## src/rtl/any1_pkg.sv

```systemverilog
// any1_pkg
//   Shared types and constants for the result writeback path.
//   - sWritebackEntry : one completed result (ROB index, value, exception cause)
//   - NULL_RID        : ROB index that marks a result to be dropped
//   - WB_ALU..WB_BR   : source numbers carried on the writeback bus
package any1_pkg;

    // Result width carried in the writeback entry; the top-level WID must match.
    localparam int WB_WID = 64;

    localparam logic [5:0] NULL_RID = 6'd63;

    localparam logic [1:0] WB_ALU = 2'd0;
    localparam logic [1:0] WB_FPU = 2'd1;
    localparam logic [1:0] WB_MEM = 2'd2;
    localparam logic [1:0] WB_BR  = 2'd3;

    typedef struct packed {
        logic [5:0]        rid;
        logic [WB_WID-1:0] res;
        logic [7:0]        exc;
    } sWritebackEntry;

endpackage

```

## src/rtl/any1_wb_fifo.sv

```systemverilog
// any1_wb_fifo
//   Small synchronous FIFO of writeback entries, one per result source.
//   Ports:
//     clk, rst      clock, synchronous active-high reset (empties the FIFO)
//     clr           synchronous clear (pipeline flush); overrides push/pop
//     push, din     write one entry; the caller only pushes when not full
//     pop, dout     remove the head entry; dout always shows the head
//     full, empty   occupancy flags from the registered count
//     count         number of stored entries (0..DEPTH)
module any1_wb_fifo
    import any1_pkg::*;
#(
    parameter int DEPTH = 2
) (
    input  logic                       clk,
    input  logic                       rst,
    input  logic                       clr,
    input  logic                       push,
    input  sWritebackEntry             din,
    input  logic                       pop,
    output sWritebackEntry             dout,
    output logic                       full,
    output logic                       empty,
    output logic [$clog2(DEPTH):0]     count
);

    localparam int AW = $clog2(DEPTH);
    localparam int CW = AW + 1;

    sWritebackEntry mem [DEPTH];
    logic [AW-1:0]  wr_ptr;
    logic [AW-1:0]  rd_ptr;
    logic [CW-1:0]  cnt;

    // Guard against misuse: never write into a full FIFO or read an empty one.
    logic do_push;
    logic do_pop;
    assign do_push = push & ~full;
    assign do_pop  = pop & ~empty;

    always_ff @(posedge clk) begin
        if (rst || clr) begin
            wr_ptr <= '0;
            rd_ptr <= '0;
            cnt    <= '0;
        end else begin
            if (do_push) begin
                mem[wr_ptr] <= din;
                wr_ptr      <= wr_ptr + 1'b1;   // power-of-two depth: wraps naturally
            end
            if (do_pop) begin
                rd_ptr <= rd_ptr + 1'b1;
            end
            // Simultaneous push and pop leaves the count unchanged.
            case ({do_push, do_pop})
                2'b10:   cnt <= cnt + 1'b1;
                2'b01:   cnt <= cnt - 1'b1;
                default: cnt <= cnt;
            endcase
        end
    end

    assign dout  = mem[rd_ptr];
    assign full  = (cnt == CW'(DEPTH));
    assign empty = (cnt == '0);
    assign count = cnt;

endmodule

```

## src/rtl/any1_writeback.sv

```systemverilog
// any1_writeback
//   Return path from the functional units into the reorder buffer. Each
//   source pushes completed results into its own FIFO; a round-robin arbiter
//   picks one FIFO head per cycle and issues a registered writeback that
//   marks the ROB entry done and broadcasts the tag for operand wakeup.
//
//   Handshake: a source transfers a result at a clock edge where
//   src_v_i[s] & src_rdy_o[s]. src_rdy_o[s] depends only on the registered
//   FIFO occupancy, never on this cycle's pop, so a full FIFO stays not-ready
//   even in a cycle where it is being drained.
//
//   Ports:
//     clk_i, rst_i   clock, synchronous active-high reset
//     flush_i        discard every buffered result; suppress this edge's pushes/writeback
//     src_v_i/src_rdy_o            per-source valid/ready
//     src_rid_i/src_res_i/src_exc_i per-source ROB index, result, exception cause
//     wb_v_o         one-cycle writeback pulse
//     wb_rid_o/wb_res_o/wb_exc_o/wb_src_o  writeback fields (held when idle)
//     busy_o         any result buffered or a writeback in flight
module any1_writeback
    import any1_pkg::*;
#(
    parameter int NSRC   = 4,
    parameter int FDEPTH = 2,
    parameter int WID    = WB_WID
) (
    input  logic                clk_i,
    input  logic                rst_i,
    input  logic                flush_i,
    input  logic [NSRC-1:0]     src_v_i,
    output logic [NSRC-1:0]     src_rdy_o,
    input  logic [6*NSRC-1:0]   src_rid_i,
    input  logic [WID*NSRC-1:0] src_res_i,
    input  logic [8*NSRC-1:0]   src_exc_i,
    output logic                wb_v_o,
    output logic [5:0]          wb_rid_o,
    output logic [WID-1:0]      wb_res_o,
    output logic [7:0]          wb_exc_o,
    output logic [1:0]          wb_src_o,
    output logic                busy_o
);

    localparam int SW = (NSRC > 1) ? $clog2(NSRC) : 1;
    localparam int CW = $clog2(FDEPTH) + 1;

    sWritebackEntry  in_ent  [NSRC];
    sWritebackEntry  head    [NSRC];
    logic [CW-1:0]   cnt     [NSRC];
    logic [NSRC-1:0] push;
    logic [NSRC-1:0] pop;
    logic [NSRC-1:0] full;
    logic [NSRC-1:0] empty;

    logic [SW-1:0]   last_grant;
    logic            grant_v;
    logic [SW-1:0]   grant_idx;

    // Per-source FIFOs. A null-tag result completes its handshake but is
    // never stored, so it can never produce a writeback.
    for (genvar s = 0; s < NSRC; s++) begin : g_src
        assign in_ent[s] = '{rid: src_rid_i[6*s +: 6],
                             res: src_res_i[WID*s +: WID],
                             exc: src_exc_i[8*s +: 8]};

        assign src_rdy_o[s] = ~full[s];
        assign push[s] = src_v_i[s] & src_rdy_o[s] & ~flush_i
                       & (src_rid_i[6*s +: 6] != NULL_RID);
        assign pop[s]  = grant_v & (grant_idx == SW'(s)) & ~flush_i;

        any1_wb_fifo #(
            .DEPTH (FDEPTH)
        ) u_fifo (
            .clk   (clk_i),
            .rst   (rst_i),
            .clr   (flush_i),
            .push  (push[s]),
            .din   (in_ent[s]),
            .pop   (pop[s]),
            .dout  (head[s]),
            .full  (full[s]),
            .empty (empty[s]),
            .count (cnt[s])
        );
    end

    // Round-robin: scan starts one past the last winner; first non-empty wins.
    always_comb begin
        logic [SW-1:0] cand;
        grant_v   = 1'b0;
        grant_idx = '0;
        cand      = '0;
        for (int i = 1; i <= NSRC; i++) begin
            cand = SW'((int'(last_grant) + i) % NSRC);
            if (!grant_v && !empty[cand]) begin
                grant_v   = 1'b1;
                grant_idx = cand;
            end
        end
    end

    // Registered writeback. Fields hold their last value when idle; flush
    // kills the pulse but keeps the round-robin pointer.
    always_ff @(posedge clk_i) begin
        if (rst_i) begin
            last_grant <= '0;
            wb_v_o     <= 1'b0;
            wb_rid_o   <= NULL_RID;
            wb_res_o   <= '0;
            wb_exc_o   <= '0;
            wb_src_o   <= '0;
        end else if (flush_i) begin
            wb_v_o     <= 1'b0;
        end else if (grant_v) begin
            last_grant <= grant_idx;
            wb_v_o     <= 1'b1;
            wb_rid_o   <= head[grant_idx].rid;
            wb_res_o   <= head[grant_idx].res;
            wb_exc_o   <= head[grant_idx].exc;
            wb_src_o   <= 2'(grant_idx);
        end else begin
            wb_v_o     <= 1'b0;
        end
    end

    always_comb begin
        busy_o = wb_v_o;
        for (int s = 0; s < NSRC; s++) begin
            if (cnt[s] != '0) busy_o = 1'b1;
        end
    end

endmodule
```

## config.mk

```make
export PLATFORM = sky130hd
export DESIGN_NAME = any1_writeback
export DESIGN_NICKNAME = d
export VERILOG_FILES = /design/src/rtl/any1_pkg.sv /design/src/rtl/any1_wb_fifo.sv /design/src/rtl/any1_writeback.sv
export SDC_FILE = /design/constraint.sdc
export NUM_CORES = 1
export LEC_CHECK = 0
export ABC_CLOCK_PERIOD_IN_PS = 8700
export CORE_MARGIN = 4
export CORE_UTILIZATION = 51
export CTS_BUF_LIST = sky130_fd_sc_hd__clkbuf_8
export DETAILED_ROUTE_END_ITERATION = 16
export PLACE_DENSITY = 0.78
export SYNTH_ARGS = -nofsm -noshare
export SYNTH_HDL_FRONTEND = slang
export SYNTH_SLANG_ARGS = --single-unit
```

## constraint.sdc

```tcl
create_clock -name clk_i -period 8.7 [get_ports clk_i]
set_input_delay 1.74 -clock clk_i [delete_from_list [all_inputs] [get_ports clk_i]]
set_output_delay 1.74 -clock clk_i [all_outputs]
set_load 0.05 [all_outputs]
```

# --- Yosys cells after proc, flatten, opt, wreduce, memory -nomap -nowiden ---
# Memories as Yosys holds them, arrays and structs flattened. A register that Yosys moved wholly into a read port is not among the register bits.
# Cells that the tools add are included.
word_totals:
  memories: 4
  reg_bits: 97
  elab_cells: 175
  ramBits: 624
mem_list:
  columns: ["name", "depth", "word_bits", "read_ports", "rd_ports_with_merged_regs", "wr", "line", "source"]
  rows:
  - ["g_src[0].u_fifo.mem", 2, 78, 1, 1, 1, "any1_wb_fifo.sv:30", "sWritebackEntry mem [DEPTH];"]
  - ["g_src[1].u_fifo.mem", 2, 78, 1, 1, 1, "any1_wb_fifo.sv:30", null]
  - ["g_src[2].u_fifo.mem", 2, 78, 1, 1, 1, "any1_wb_fifo.sv:30", null]
  - ["g_src[3].u_fifo.mem", 2, 78, 1, 1, 1, "any1_wb_fifo.sv:30", null]
classes:
  mux: 48
  eq_ne: 19
  magnitude_cmp: 5
  bitwise_logic: 38
  n_reduce_logical: 24
  n_addsub: 20
ops:
  columns: ["cell", "count"]
  rows:
  - ["$bmux W78 S2", 1]
  - ["$mux W78", 2]
  - ["$mux W1", 33]
  - ["$and A1 B1 Y1", 28]
  - ["$ne A6 B6 Y1 const B", 4]
  - ["$eq A2 B2 Y1 const B", 10]
  - ["$pmux W2 S2", 4]
  - ["$reduce_bool A2 Y1", 8]
  - ["$add A2 B1 Y2 const B", 6]
  - ["$lt A2 B3 Y1 const B", 4]
  - ["$eq A2 B1 Y1 const B", 5]
  - ["$logic_not A2 Y1", 5]
  - ["$not A1 Y1", 9]
  - ["$add A1 B1 Y1 const B", 8]
  - ["$bmux W1 S2", 4]
  - ["$mux W2", 4]
  - ["$sub A2 B1 Y2 const B", 4]
  - ["$logic_not A1 Y1", 5]
  - ["$add A2 B2 Y2 const B", 2]
  - ["$ge A3 B3 Y1 const B", 1]
  - ["$logic_and A1 B1 Y1", 3]
  - ["$not A2 Y3", 1]
  - ["$reduce_and A2 Y1", 1]
  - ["$reduce_or A2 Y1", 1]
  - ["$logic_or A1 B1 Y1", 1]

# --- Depth between registers and ports, before layout ---
# Gate-level depths: netlist (run 1).
logic_depth:
  word_depth: 18
  mapped_depth: 10
  ltp_nobuf: 8

# --- Cells and area by module ---
# From an unflattened synthesis (run 1), not the netlist that was laid out.
unflattened:
  hier_cells: 1589
  hier_area_um2: 28312.2
by_module_without_submodules:
  columns: ["module", "area_each_um2", "instances", "seq_area_each_um2", "cells_per_inst"]
  rows:
  - ["any1_wb_fifo", 5855.6, 4, 4784.6, 271]
  - ["any1_writeback", 4889.7, 1, 1621.6, 505]

# --- Worst setup path before layout (run 1) ---
# OpenSTA, ideal clock, no wires.
synth_path:
  path_kind: "input-to-reg"
  from: "input flush_i"
  to: "memory g_src[0].u_fifo.mem[0][0] (netlist name) (enable)"
  stages: 4
  path_slack_ps: 332
  arrival_time_ps: 7758
  t_required_ps: 8091
  path_cell_list: "clkbuf_1 or2_2 clkbuf_1 nor3_1"
synth_via:
  elab_chain_cells: 7
synth_rtl:
  columns: ["element", "line", "source"]
  rows:
  - ["start, declared", "any1_writeback.sv:29", "input logic flush_i,"]
  - ["$not A1 Y1 (no line)", null, null]
  - ["$and A1 B1 Y1", "any1_writeback.sv:66", "assign push[s] = src_v_i[s] & src_rdy_o[s] & ~flush_i"]
  - ["$and A1 B1 Y1", "any1_writeback.sv:67", "& (src_rid_i[6*s +: 6] != NULL_RID);"]
  - ["$and A1 B1 Y1", "any1_wb_fifo.sv:38", "assign do_push = push & ~full;"]
  - ["$mux W1", "any1_wb_fifo.sv:47", "if (do_push) begin"]
  - ["$mux W1 (*)", "any1_wb_fifo.sv:42", "if (rst || clr) begin"]
  - ["$mux W1 (implied by the code) (*)", "any1_wb_fifo.sv:48", "mem[wr_ptr] <= din;"]
  - ["end, declared", "any1_wb_fifo.sv:30", null]
# Every way passes the cells marked *; elsewhere a longest branch is shown, timed or not.

# --- Worst setup path after layout (run 1) ---
layout_path:
  from: "register g_src[3].u_fifo.cnt[0]"
  to: "output busy_o"
layout_via:
  elab_chain_cells: 2
layout_rtl:
  columns: ["element", "line", "source"]
  rows:
  - ["start, declared", "any1_wb_fifo.sv:33", "logic [CW-1:0] cnt;"]
  - ["start signal, assigned", "any1_wb_fifo.sv:56", "2'b10: cnt <= cnt + 1'b1;"]
  - ["start signal, assigned", "any1_wb_fifo.sv:57", "2'b01: cnt <= cnt - 1'b1;"]
  - ["start signal, assigned", "any1_wb_fifo.sv:58", "default: cnt <= cnt;"]
  - ["$reduce_bool A2 Y1", "any1_writeback.sv:128", "if (cnt[s] != '0) busy_o = 1'b1;"]
  - ["$mux W1", "any1_writeback.sv:128", null]
  - ["end, declared", "any1_writeback.sv:40", "output logic busy_o"]
# No other way between the ends.

==> out/results.ini, run 1 <==
[run_status]
status = completed

[route]
drt_iter0_markers = 1387
routed-via-count = 18100
via_per_inst = 5.80
routed_wl_mm = 75.5
routedWlPerCell_um = 24.2
postRouteAntennaNets = 0
first_pass_iters = 7
drc = 0

[setup_path]
start_kind = flop
worstSetupPathType = flop to primary output
worstSetupEndpointType = primary output
cp.required_ns = 6.96
cp_data_arrival_time_ns = 3.27
crit_fanout = 68

[clock_network]
cts_hold_buf = 0
cts_resized = 0
cts_setup_buffers = 0
clk_path_buf_depth = 3
ctsRootBufferMaster = clkbuf_8
cts_tree = built
clkTransAtPathRegs_ns = 0.06
h-tree-depth = 3
numClockSinks = 725
numCtsBuffers = 113
clock_latency_ns = 0.72

[sta]
finalCritPeriodShare_pct = 57.6
finalSetupTns_ns = 0
hold_slack_ns = 0.487
tightest_slew_ns = 1.15
slew-limit-headroom_pct = 23.4
fmax_mhz = 200
drv_slew = 0
setup_viol = 0
skew_ns = 0.0235
rsz0062_at_grt = no
min_period_ns = 5.01
finalHoldViolations = 0

[grt]
overflow = 0
grt_max_degree = 93
grt_pass1_wl_mm = 111
grt_pass1_vias = 18900
antenna_found_initial = 27
track_usage_pct = 24.4

[power]
p_leak_nw = 11.1
max-vdd-ir-drop_uv = 141
finalPower_mw = 7.85
p_per_area_nw_per_um2 = 220

[synthesis]
ys_ff_latch = 725
async_flop_share_pct = 0
synth_top_area_cell = edfxtp_1
synth.area.top_cells = edfxtp_1 (65%), mux2i_1 (7.9%), dfxtp_1 (7.0%)
ys_warn_count = 0
synthFlopType = edfxtp_1
yosysUniqueCellTypes = 46
synthCells = 1827
syn-num-nets = 2150
seq_area_frac_synth_pct = 72.3
synth_top_area_share_pct = 65.3
synth_edf_count = 624
avgSynthCellArea_sq_um = 15.7
netlist_area_sq_um = 28700

[cells_and_area]
mostFrequentLayoutCells = edfxtp_1 (624), clkdlybuf4s50_1 (403), mux2i_1 (228)
area_delta_synth_final_pct = 24.5
n_fill_cell = 3875
final_core_util_pct = 64.5
final_common_cell = edfxtp_1
drive_above_1_share_pct = 15.6
nNetsFinal = 2563

[floorplan]
row_count = 86
core_sq_um = 55400
initial_core_util_pct = 51.8
ios = 405
die-area_sq_um = 60200
die_width_um = 245
fp.dieH_um = 245

[job]
drv_cap = 0

[worst_hold_path]
min_path_type = flop to flop

[placed_design]
io_buffers = 404
gp_congestion = 0.841
place_hpwl_mm = 48.7

## kinds of logic after synthesis
family                     Yosys count  share of synthesized area, %
xor gates and xnor gates            12                         0.366
AOI/OAI and AO/OA                  350                          8.95
DFF                                725                          72.3
and+or+nand+nor                    285                          4.78
buffers and inverters              139                          2.20
muxes                              312                          11.2
adders and majority gates            4                         0.174
## stage by stage
stage	cell area, sq um	setup slack (ns)	std cells
2_1_floorplan	28700	0.332	1827
3_3_place_gp	33400	3.86	2873
3_5_place_dp	33400	3.71	2873
4_1_cts	35700	3.64	3087
5_1_grt	35700	3.55	3114
6_report	35700	3.69	3118
## registers in the layout, indices dropped and copies added, names as in the netlist, named ones only
register and cells:
g_src.u_fifo.wr_ptr 4, wb_exc_o 8, last_grant 2, wb_rid_o 6, g_src.u_fifo.mem 624, g_src.u_fifo.count 8
wb_v_o 1, g_src.u_fifo.rd_ptr 4, wb_res_o 64
## final timing paths
kind	slack, ns	startpoint	to	cells after the start
setup / recovery	3.69	g_src[3].u_fifo.count[0]	busy_o	5
hold / removal	0.49	g_src[0].u_fifo.rd_ptr	flop	2
hold reg to reg	0.49	g_src[0].u_fifo.rd_ptr	flop	2
setup reg to reg	4.75	g_src[3].u_fifo.count[0]	g_src[2].u_fifo.count[1]	8
## final cells by class
type | count | area, sq um | share of cell area [%]
Timing Repair Buffer | 431 | 4240 | 11.9
Tap cell | 748 | 936 | 2.62
Multi-Input combinational cell | 963 | 7410 | 20.7
Clock buffer | 131 | 1800 | 5.04
Sequential cell | 725 | 20800 | 58.1
Inverter | 6 | 22.5 | 0.0630
Clock inverter | 83 | 472 | 1.32
Antenna cell | 31 | 77.6 | 0.217
## cells in the mapped netlist, types with 2 or more instances
cell type and n:
a2111oi_2 70, nand3_1 74, inv_1 6, mux2_2 84, a2111oi_1 2, buf_6 9
a21oi_1 156, or3_1 8, clkbuf_1 87, o2111ai_1 3, or2_2 2, o211ai_1 12
nand2b_1 5, buf_2 30, edfxtp_1 624, mux2i_1 228, o21ai_1 23, nor3_1 91
ha_1 4, o21ai_0 69, xor2_1 4, a31oi_1 6, xnor2_1 8, buf_1 6
nor2_1 88, nand4_1 4, nand2_1 5, dfxtp_1 101
## critical path, cell delays in order (launching register included)
cell and delay [ns]:
dfxtp_1 0.39, nor4_4 0.29, buf_4 0.65, nand3_1 0.20, or2_2 0.32, clkdlybuf4s50_1 0.71
## per-layer routing
layer,global-route usage (%),wire (um),vias to the layer above
met1,30.3,28700,8924
met5,0,13,-
met3,3.88,5480,192
li1,-,-,8034
met4,12.5,3220,2
met2,41.6,38100,919
## report_power, final
group	switching, mW	total, mW	internal [mW]
sequential	0.0801	3.95	3.87
combinational	0.675	1.10	0.420
clock	1.32	2.81	1.49
total	2.07	7.85	5.78
Note: power is estimated with default switching activity, not from simulation.
==> inputs of run 2 (changes only) <==
ABC_CLOCK_PERIOD_IN_PS = 4880   (was 8700)
CORE_UTILIZATION = 55   (was 51)
PLACE_DENSITY = 0.8   (was 0.78)
clock period = 4.88 ns   (was 8.7 ns; I/O delays follow)
==> run 2 against run 1 <==
Count of clock-buffer cells in the layout increased by 1. Global-route usage increased by 2.6 points. First-iteration DRC count increased by 33%. Total power increased by 77%. Register-to-register slack got worse by 3.2 ns. Clock skew increased by 0.0083 ns. Non-clock buffer count increased by 6. Critical path type unchanged. Largest power group unchanged.
==> out/results.ini, run 2 (synthesized netlist as in run 1, its figures left out) <==
[job]
drv_cap = 0

[clock_network]
cts_hold_buf = 0
numCtsBuffers = 111
ctsRootBufferMaster = clkbuf_8
numClockSinks = 725
clkTransAtPathRegs_ns = 0.07
h-tree-depth = 3
cts_tree = built
clk_path_buf_depth = 3
cts_setup_buffers = 0
cts_resized = 0
clock_latency_ns = 0.72

[sta]
rsz0062_at_grt = no
finalCritPeriodShare_pct = 86.1
tightest_slew_ns = 1.18
min_period_ns = 4.20
finalSetupTns_ns = 0
setup_viol = 0
slew-limit-headroom_pct = 21.0
skew_ns = 0.0318
drv_slew = 0
finalHoldViolations = 0
fmax_mhz = 238

[cells_and_area]
final_common_cell = edfxtp_1
drive_above_1_share_pct = 15.4
mostFrequentLayoutCells = edfxtp_1 (624), clkdlybuf4s50_1 (403), mux2i_1 (228)
nNetsFinal = 2567
final_area_sq_um = 35700
largest_reg_flops = 624
area_delta_synth_final_pct = 24.3
reg_top3 = g_src.u_fifo.mem: 624 flops, wb_res_o: 64 flops
regMostFlops = g_src.u_fifo.mem
final_cells = 3052

[setup_path]
cp_data_arrival_time_ns = 3.23
worstSetupEndpointType = primary output
path_depth = 4
worstPathCellList = nor4_4 -> nand3_1 -> or2_2 -> clkdlybuf4s50_1
crit_path_max_incr_delay_ns = 0.87
rrSetupSlack_ns = 1.56
cp.buffers_inverters = 1
start_kind = flop
reg2regPathDepth = 7
cp.required_ns = 3.90
worstSetupPathType = flop to primary output
crit_fanout = 15
cp_slowest_cell = nor4_4
critical-path-top-delay-family = simple AND/OR/NAND/NOR gates

[grt]
overflow = 0
grt_pass1_vias = 19400
grt_pass1_wl_mm = 116
antenna_found_initial = 30
grt_max_degree = 157
track_usage_pct = 27.0

[placed_design]
dp.cells = 2811
dpl-instance-area_sq_um = 33400
io_buffers = 404
gp_congestion = 0.824
place_hpwl_mm = 49.3

[power]
max-vdd-ir-drop_uv = 247
p_leak_nw = 11.2
p_per_area_nw_per_um2 = 390
finalPower_mw = 13.9

[floorplan]
die_width_um = 236
initial_core_util_pct = 55.7
ios = 405
fp.dieH_um = 236
die-area_sq_um = 55900
core_sq_um = 51500
row_count = 83

[worst_hold_path]
holdPathStages = 2
min_path_type = flop to flop

[route]
routed-via-count = 18500
first_pass_iters = 6
drt_iter0_markers = 1849
routed_wl_mm = 77.8
drc = 0
postRouteAntennaNets = 0
routedWlPerCell_um = 25.5
via_per_inst = 6.06

[run_status]
status = completed

-- run 2: cell count changes in the layout (fill, tap and decap cells not counted), sizes merged --
cell,before,now
bufinv,4,3
clkinv,38,17
inv,43,61
clkinvlp,4,3
clkbuf,131,132
buf,28,34
-- run 2: stage by stage --
stage	hold slack (ns)	setup slack (ns)	utilization, %
after floorplan	0.463	-0.359	-
after global placement	0.465	1.38	64.9
after detailed placement	0.487	1.35	64.9
after CTS	0.499	0.658	69.2
after global routing	0.537	0.617	69.3
final	0.497	0.678	69.3
-- run 2: metal layers --
| layer | vias to the layer above | track usage (%) | share of wire (%) |
|---|---|---|---|
| met4 | 4 | 14.0 | 4.7 |
| met1 | 9179 | 34.2 | 37 |
| met3 | 217 | 5.64 | 8.8 |
| met2 | 1045 | 44.4 | 49 |
| met5 | - | 0 | 0.026 |
| li1 | 8039 | - | - |
-- run 2: report_power, final --
part | internal, mW | switching (mW) | total, mW
clock network | 2.60 | 2.32 | 4.92
logic | 0.751 | 1.22 | 1.97
registers | 6.90 | 0.145 | 7.04
-- run 2: worst paths after layout --
check,start,endpoint
hold reg to reg,g_src[0].u_fifo.rd_ptr,flop
setup reg to reg,g_src[3].u_fifo.count[0],g_src[3].u_fifo.count[1]
setup / recovery,g_src[3].u_fifo.count[0],busy_o
hold / removal,g_src[0].u_fifo.rd_ptr,flop
-- run 2: worst min-delay path, stage by stage (launching register included) --
cell	delay [ns]
dfxtp_1	0.31
o31ai_1	0.08
a21oi_1	0.06
-- run 2: final cells by class --
class / instances / area (sq um)
Clock buffer: 132 / 1820
Clock inverter: 78 / 397
Fill cell: 3381 / 15800
Inverter: 6 / 22.5
Multi-Input combinational cell: 963 / 7460
Sequential cell: 725 / 20800
Tap cell: 680 / 851
Timing Repair Buffer: 437 / 4300
Antenna cell: 31 / 77.6
